===== src/rtl/piso_bit_serializer_pkg.sv =====
// Shared types and constants for the sequence-detector feed path.
// Holds the serializer state encoding and the width sanity helper.
package pkg_seq_common;

  typedef enum logic [1:0] {
    IDLE  = 2'd0,
    SHIFT = 2'd1,
    GAP   = 2'd2
  } state_e;

  localparam logic IDLE_BIT_DEF = 1'b0;

  function automatic bit width_ok(input int w);
    return w >= 2;
  endfunction

endpackage


===== src/rtl/piso_bit_serializer_if.sv =====
// Load handshake and serial stream bundle for piso_bit_serializer.
// master = word producer / stream consumer, slave = serializer.
interface piso_bit_serializer_if #(
  parameter int WIDTH = 8
) ();

  logic             load_valid;
  logic [WIDTH-1:0] load_data;
  logic             load_ready;
  logic             ser_out;
  logic             ser_valid;
  logic             frame_done;

  modport master (
    output load_valid,
    output load_data,
    input  load_ready,
    input  ser_out,
    input  ser_valid,
    input  frame_done
  );

  modport slave (
    input  load_valid,
    input  load_data,
    output load_ready,
    output ser_out,
    output ser_valid,
    output frame_done
  );

endinterface


===== src/rtl/piso_bit_serializer_shift_reg.sv =====
// Load/shift register; ser_tap is the bit the register presents
// after the coming edge, so the caller can register it in step.
module piso_shift_reg #(
  parameter int WIDTH     = 8,
  parameter bit MSB_FIRST = 1'b1
) (
  input  logic             clk,
  input  logic             rst_n,
  input  logic             load_en,
  input  logic             shift_en,
  input  logic [WIDTH-1:0] load_data,
  output logic             ser_tap
);

  logic [WIDTH-1:0] sr_q;
  logic [WIDTH-1:0] sr_d;

  always_comb begin
    sr_d = sr_q;
    if (load_en) begin
      sr_d = load_data;
    end else if (shift_en) begin
      sr_d = MSB_FIRST ? (sr_q << 1) : (sr_q >> 1);
    end
  end

  always_ff @(posedge clk) begin
    if (!rst_n) begin
      sr_q <= '0;
    end else begin
      sr_q <= sr_d;
    end
  end

  assign ser_tap = MSB_FIRST ? sr_d[WIDTH-1] : sr_d[0];

endmodule


===== src/rtl/piso_bit_serializer.sv =====
// Parallel-in serial-out word serializer feeding detector input x.
// Gapless back-to-back words unless GAP_CYCLES idles are requested.
module piso_bit_serializer
  import pkg_seq_common::*;
#(
  parameter int   WIDTH      = 8,
  parameter bit   MSB_FIRST  = 1'b1,
  parameter int   GAP_CYCLES = 0,
  parameter logic IDLE_BIT   = IDLE_BIT_DEF
) (
  input logic                  clk,
  input logic                  rst_n,
  piso_bit_serializer_if.slave bus
);

  localparam int            CW   = $clog2(WIDTH);
  localparam logic [CW-1:0] LAST = CW'(WIDTH - 1);

  if (!width_ok(WIDTH)) begin : g_width_chk
    $error("piso_bit_serializer: WIDTH must be >= 2");
  end

  state_e        state_q;
  state_e        state_d;
  logic [CW-1:0] bit_cnt_q;
  logic [CW-1:0] bit_cnt_d;
  logic          ser_out_q;
  logic          ser_out_d;
  logic          ser_valid_q;
  logic          ser_valid_d;
  logic          frame_done_q;
  logic          frame_done_d;

  logic load_ready;
  logic accept;
  logic last;
  logic gap_done;
  logic ser_tap;

  assign last = (state_q == SHIFT)
             && (bit_cnt_q == LAST);

  // Gapless mode reopens the handshake on the last bit
  assign load_ready = rst_n
                   && ((state_q == IDLE)
                   || ((GAP_CYCLES == 0) && last));

  assign accept = bus.load_valid && load_ready;

  if (GAP_CYCLES > 0) begin : g_gap
    localparam int GW = $clog2(GAP_CYCLES + 1);

    logic [GW-1:0] gap_cnt_q;
    logic [GW-1:0] gap_cnt_d;

    always_comb begin
      gap_cnt_d = '0;
      if (state_q == GAP) begin
        gap_cnt_d = gap_cnt_q + GW'(1);
      end
    end

    always_ff @(posedge clk) begin
      if (!rst_n) begin
        gap_cnt_q <= '0;
      end else begin
        gap_cnt_q <= gap_cnt_d;
      end
    end

    assign gap_done = (gap_cnt_q == GW'(GAP_CYCLES - 1));
  end else begin : g_no_gap
    assign gap_done = 1'b1;
  end

  piso_shift_reg #(
    .WIDTH    (WIDTH),
    .MSB_FIRST(MSB_FIRST)
  ) u_sr (
    .clk      (clk),
    .rst_n    (rst_n),
    .load_en  (accept),
    .shift_en (state_q == SHIFT),
    .load_data(bus.load_data),
    .ser_tap  (ser_tap)
  );

  always_ff @(posedge clk) begin
    if (!rst_n) begin
      state_q      <= IDLE;
      bit_cnt_q    <= '0;
      ser_out_q    <= IDLE_BIT;
      ser_valid_q  <= 1'b0;
      frame_done_q <= 1'b0;
    end else begin
      state_q      <= state_d;
      bit_cnt_q    <= bit_cnt_d;
      ser_out_q    <= ser_out_d;
      ser_valid_q  <= ser_valid_d;
      frame_done_q <= frame_done_d;
    end
  end

  always_comb begin
    state_d   = state_q;
    bit_cnt_d = bit_cnt_q;
    case (state_q)
      IDLE: begin
        if (accept) begin
          state_d   = SHIFT;
          bit_cnt_d = '0;
        end
      end
      SHIFT: begin
        if (!last) begin
          bit_cnt_d = bit_cnt_q + CW'(1);
        end else begin
          bit_cnt_d = '0;
          if (accept) begin
            state_d = SHIFT;
          end else if (GAP_CYCLES > 0) begin
            state_d = GAP;
          end else begin
            state_d = IDLE;
          end
        end
      end
      GAP: begin
        if (gap_done) begin
          state_d = IDLE;
        end
      end
      default: begin
        state_d   = IDLE;
        bit_cnt_d = '0;
      end
    endcase
  end

  // Outputs are registered from next-state values to show the current bit
  always_comb begin
    ser_out_d    = IDLE_BIT;
    ser_valid_d  = 1'b0;
    frame_done_d = 1'b0;
    if (state_d == SHIFT) begin
      ser_out_d    = ser_tap;
      ser_valid_d  = 1'b1;
      frame_done_d = (bit_cnt_d == LAST);
    end
  end

  assign bus.load_ready = load_ready;
  assign bus.ser_out    = ser_out_q;
  assign bus.ser_valid  = ser_valid_q;
  assign bus.frame_done = frame_done_q;

endmodule


===== src/flat_wrapper.sv =====
// flat-port wrapper written by rule: the top's interface ports become plain ports
module piso_bit_serializer_flat import pkg_seq_common::*;
#(
  parameter int   WIDTH      = 8,
  parameter bit   MSB_FIRST  = 1'b1,
  parameter int   GAP_CYCLES = 0,
  parameter logic IDLE_BIT   = IDLE_BIT_DEF
)
  (clk, rst_n, bus_load_valid, bus_load_data, bus_load_ready, bus_ser_out, bus_ser_valid, bus_frame_done);
  piso_bit_serializer_if #(.WIDTH(WIDTH)) bus_i ();
  input logic clk;
  input logic rst_n;
  input wire logic [$bits(bus_i.load_valid)-1:0] bus_load_valid;
  input wire logic [$bits(bus_i.load_data)-1:0] bus_load_data;
  output wire logic [$bits(bus_i.load_ready)-1:0] bus_load_ready;
  output wire logic [$bits(bus_i.ser_out)-1:0] bus_ser_out;
  output wire logic [$bits(bus_i.ser_valid)-1:0] bus_ser_valid;
  output wire logic [$bits(bus_i.frame_done)-1:0] bus_frame_done;
  assign bus_i.load_valid = bus_load_valid;
  assign bus_i.load_data = bus_load_data;
  assign bus_load_ready = bus_i.load_ready;
  assign bus_ser_out = bus_i.ser_out;
  assign bus_ser_valid = bus_i.ser_valid;
  assign bus_frame_done = bus_i.frame_done;
  piso_bit_serializer #(.WIDTH(WIDTH), .MSB_FIRST(MSB_FIRST), .GAP_CYCLES(GAP_CYCLES), .IDLE_BIT(IDLE_BIT)) u_core (.clk(clk), .rst_n(rst_n), .bus(bus_i));
endmodule

===== config.mk =====
export PLATFORM = sky130hd
export DESIGN_NAME = piso_bit_serializer_flat
export DESIGN_NICKNAME = d
export VERILOG_FILES = /design/src/rtl/piso_bit_serializer_pkg.sv /design/src/rtl/piso_bit_serializer_if.sv /design/src/rtl/piso_bit_serializer_shift_reg.sv /design/src/rtl/piso_bit_serializer.sv /design/src/flat_wrapper.sv
export SDC_FILE = /design/constraint.sdc
export NUM_CORES = 1
export LEC_CHECK = 0
export CAP_MARGIN = 25
export CELL_PAD_IN_SITES_DETAIL_PLACEMENT = 1
export CELL_PAD_IN_SITES_GLOBAL_PLACEMENT = 1
export CORE_MARGIN = 2
export CORE_UTILIZATION = 40
export CTS_CLUSTER_DIAMETER = 40
export CTS_CLUSTER_SIZE = 12
export DETAILED_ROUTE_END_ITERATION = 7
export GPL_ROUTABILITY_DRIVEN = 0
export GPL_TIMING_DRIVEN = 0
export MAX_ROUTING_LAYER = met4
export PLACE_DENSITY = 0.91
export SYNTH_ARGS = -nofsm -noshare
export SYNTH_HDL_FRONTEND = slang
export SYNTH_HIERARCHICAL = 1
export SYNTH_SLANG_ARGS = --single-unit

===== constraint.sdc =====
create_clock -name clk -period 2.8 [get_ports clk]
set_input_delay 0.28 -clock clk [delete_from_list [all_inputs] [get_ports clk]]
set_output_delay 0.28 -clock clk [all_outputs]
set_load 0.01 [all_outputs]

==> impl_metrics.yaml <==
placement:
  detailed_place.area_um2: 863.3
  detailed_place_hpwl_um: 1100
  buffers_added_on_ports: 14
  post-place-cells: 94
min_path:
  hold-path-endpoint: "u_core/bit_cnt_q[1]"
  hold-path-cell-count: 1
  hold_path.class: "reg2reg"
  hold_path.startpoint: "u_core/bit_cnt_q[1]"
synthesis:
  mean_area_per_synthesized_cell_um2: 11.14
  synth_flop_cell: "sky130_fd_sc_hd__dfxtp_1"
  synthMostInstantiatedCell: "sky130_fd_sc_hd__dfxtp_1"
  synthesis.yosys.warnings: 6
  ys_async_sr_fraction_pct: 0
  netlist.area_leader.share_pct: 45.63
  yosysSeqAreaShare_pct: 45.63
  synth_enable_flop_cells: 0
  synth_nets: 76
  ys_top_cells_by_area: "sky130_fd_sc_hd__dfxtp_1, sky130_fd_sc_hd__mux2i_1, sky130_fd_sc_hd__a211oi_1"
  ys_types: 23
  synth_top_area_cell: "sky130_fd_sc_hd__dfxtp_1"
  synth_seq_cells: 16
  synth_commonest_cells: "sky130_fd_sc_hd__dfxtp_1, sky130_fd_sc_hd__a211oi_1, sky130_fd_sc_hd__mux2i_1, sky130_fd_sc_hd__nor2b_1, sky130_fd_sc_hd__a21oi_1"
  syn-cell-area_um2: 701.9
  synthesis.instances: 63
cts:
  worstSkewPairLatency_ns: 0.28
  cts_htree_levels: 1
  path_clk_slew_ns: 0.10
  cts_buffers: 3
  cts.sink_count: 16
  postCtsSetupBuffers: 0
  cts_tree: "built"
  root_buffer: "sky130_fd_sc_hd__clkbuf_4"
  ctsResizeCount: 0
  max-clock-path-buffers: 2
  cts-hold-fix-buffers: 0
floorplanning:
  initial_core_util_pct: 41.56
  placementRows: 15
  die-area_um2: 2106
  dieHeight_um: 45.89
  die_w_um: 45.89
  core_area_um2: 1689
  boundaryPins: 15
grt:
  pin_count_of_the_biggest_net_entering_global_routing: 11
  global_route_wire_length_before_repair_um: 2304
  grt_antenna_before_repair: 0
  grt_overflow: 0
  track_usage_pct: 16.32
  first_global_vias: 523
worst_setup_path:
  cell_seen_most_often_among_critical_path_stages: "sky130_fd_sc_hd__ha_1"
  required_time_of_the_critical_path_ns: 2.52
  critPathTopFamily: "buffers and inverters"
  worst_path_max_delay_cell: "sky130_fd_sc_hd__clkdlybuf4s50_1"
  timing.critical_path.cells: "ha_1 -> ha_1 -> and2b_1 -> nor3b_2 -> clkdlybuf4s50_1"
  sort_of_element_at_the_end_of_the_critical_path: "primary output"
  timing.reg2reg.worst_path_depth: 9
  ff_to_ff_end: "u_core/bus.ser_out"
  cp.buffers_inverters: 1
  cpPeakStageDelay_ns: 0.56
  cp.arrival_ns: 2.04
  ff2ff_setup_slack_ns: 0.79
  crit_fanout: 4
  start_of_the_worst_register_to_register_path: "u_core/bit_cnt_q[0]"
  critical_path.startpoint_type: "register"
  path_class: "reg2out"
timing:
  grt_setup_unrepaired: "no"
  period_minus_slack_ns: 2.316
  hold_viol_final: 0
  share_of_the_clock_period_used_by_the_worst_path_after_layout_pct: 82.71
  fmax_ghz: 0.4318
  clock_skew_ns: 0.001509
  finalMaxSlewViolations: 0
  timing.setup.tns_ns: 0
  timing.final.setup_violations: 0
finish:
  final_core_utilization_pct: 53.26
  fillers: 188
  insertedDiodeCount: 0
  finish.instance_area_um2: 899.6
  post_route_cells_drive_above_1_share_pct: 14.81
  syn_to_final_growth_pct: 28.16
  finalNonFillerCells: 98
  nets: 95
drt:
  drt-total-wl_um: 1453
  route.detailed.wl_per_inst_um: 14.83
  drtIter0Drc: 4
  drc_errors: 0
  drt_first_pass_iters: 3
  via_count: 538
  detail-route-antenna-nets: 0
  viasPerCell: 5.490
status:
  run_status: "completed"
power:
  worst_ir_drop_vdd_uv: 275.4
  pwr_density_cell_nw_per_um2: 495.8
  leakagePower_nw: 0.3601
run:
  timing.max_cap.violations: 0
==> report_power, final <==
group | internal [mW] | switching, mW
Clock | 0.0791 | 0.0748
Combinational | 0.0293 | 0.0205
Sequential | 0.236 | 0.00568
Total | 0.345 | 0.101
==> worst max-delay path by stage <==
| stage | startpoint | to | cells after the start |
|---|---|---|---|
| 6_report | u_core/bit_cnt_q[0] | bus_load_ready | 5 |
| 5_1_grt | u_core/bit_cnt_q[0] | bus_load_ready | 5 |
| 4_1_cts | u_core/bit_cnt_q[0] | bus_load_ready | 5 |
| 3_5_place_dp | u_core/bit_cnt_q[0] | u_core/bus.ser_out | 9 |
| 3_3_place_gp | rst_n | bus_load_ready | 3 |
| 2_1_floorplan | u_core/bit_cnt_q[0] | u_core/bus.ser_out | 9 |
==> logic make-up (layout without fill, tap and decap cells) <==
logic type / Yosys count / in the layout / synth area share, %
compound gates: 15 / 15 / 16.58
fa+ha+maj: 2 / 2 / 3.564
buf+inv: 5 / 23 / 3.921
flops: 16 / 16 / 45.63
mux: 7 / 7 / 9.983
other cells: 1 / 1 / 0.5342
simple gates: 17 / 17 / 19.79
==> metrics by stage <==
stage | power, mW | setup slack, ns | hold WS [ns]
after floorplan | 0.2709 | 0.9306 | 0.4134
after global placement | 0.2946 | 0.8385 | 0.4908
after detailed placement | 0.2977 | 0.7919 | 0.5025
after CTS | 0.4500 | 0.4575 | 0.5257
after global routing | 0.4698 | 0.3671 | 0.5542
final | 0.4460 | 0.4840 | 0.5238
==> metal layers <==
metal	up-vias	routed length [µm]	GRT usage, %
met1	260	661	19.32
met2	9	711	26.11
li1	267	-	-
met5	-	0	-
met4	0	19	6.857
met3	2	61	3.968
==> area by class of cell <==
class | count | area, µm² | area share (%)
Buffer | 2 | 16.27 | 1.808
Clock buffer | 4 | 36.28 | 4.033
Inverter | 3 | 11.26 | 1.252
Multi-Input combinational cell | 42 | 354.1 | 39.36
Sequential cell | 16 | 320.3 | 35.60
Tap cell | 17 | 21.27 | 2.364
Timing Repair Buffer | 14 | 140.1 | 15.58
==> placed cells by master (no fill, tap or decap), drive strengths merged <==
master and instances:
dfxtp 16, buf 2, ha 2, a32o 2, a31o 1, a211oi 7, nand2 1, and2b 2
mux2i 7, and4bb 1, a21oi 3, clkbuf 4, inv 3, or3b 1, and4b 1, o211a 2
clkdlybuf4s50 14, nor2b 8, nor3b 1, and2 2, conb 1
==> state kept, by name, indices dropped and copies added, names as in the netlist <==
name,count
u_core/u_sr/sr_q,8
u_core/state_q,2
u_core/bit_cnt_q,3
u_core/bus.ser_out,1
u_core/bus.frame_done,1
u_core/bus.ser_valid,1
(Power assumes the default switching activity.)
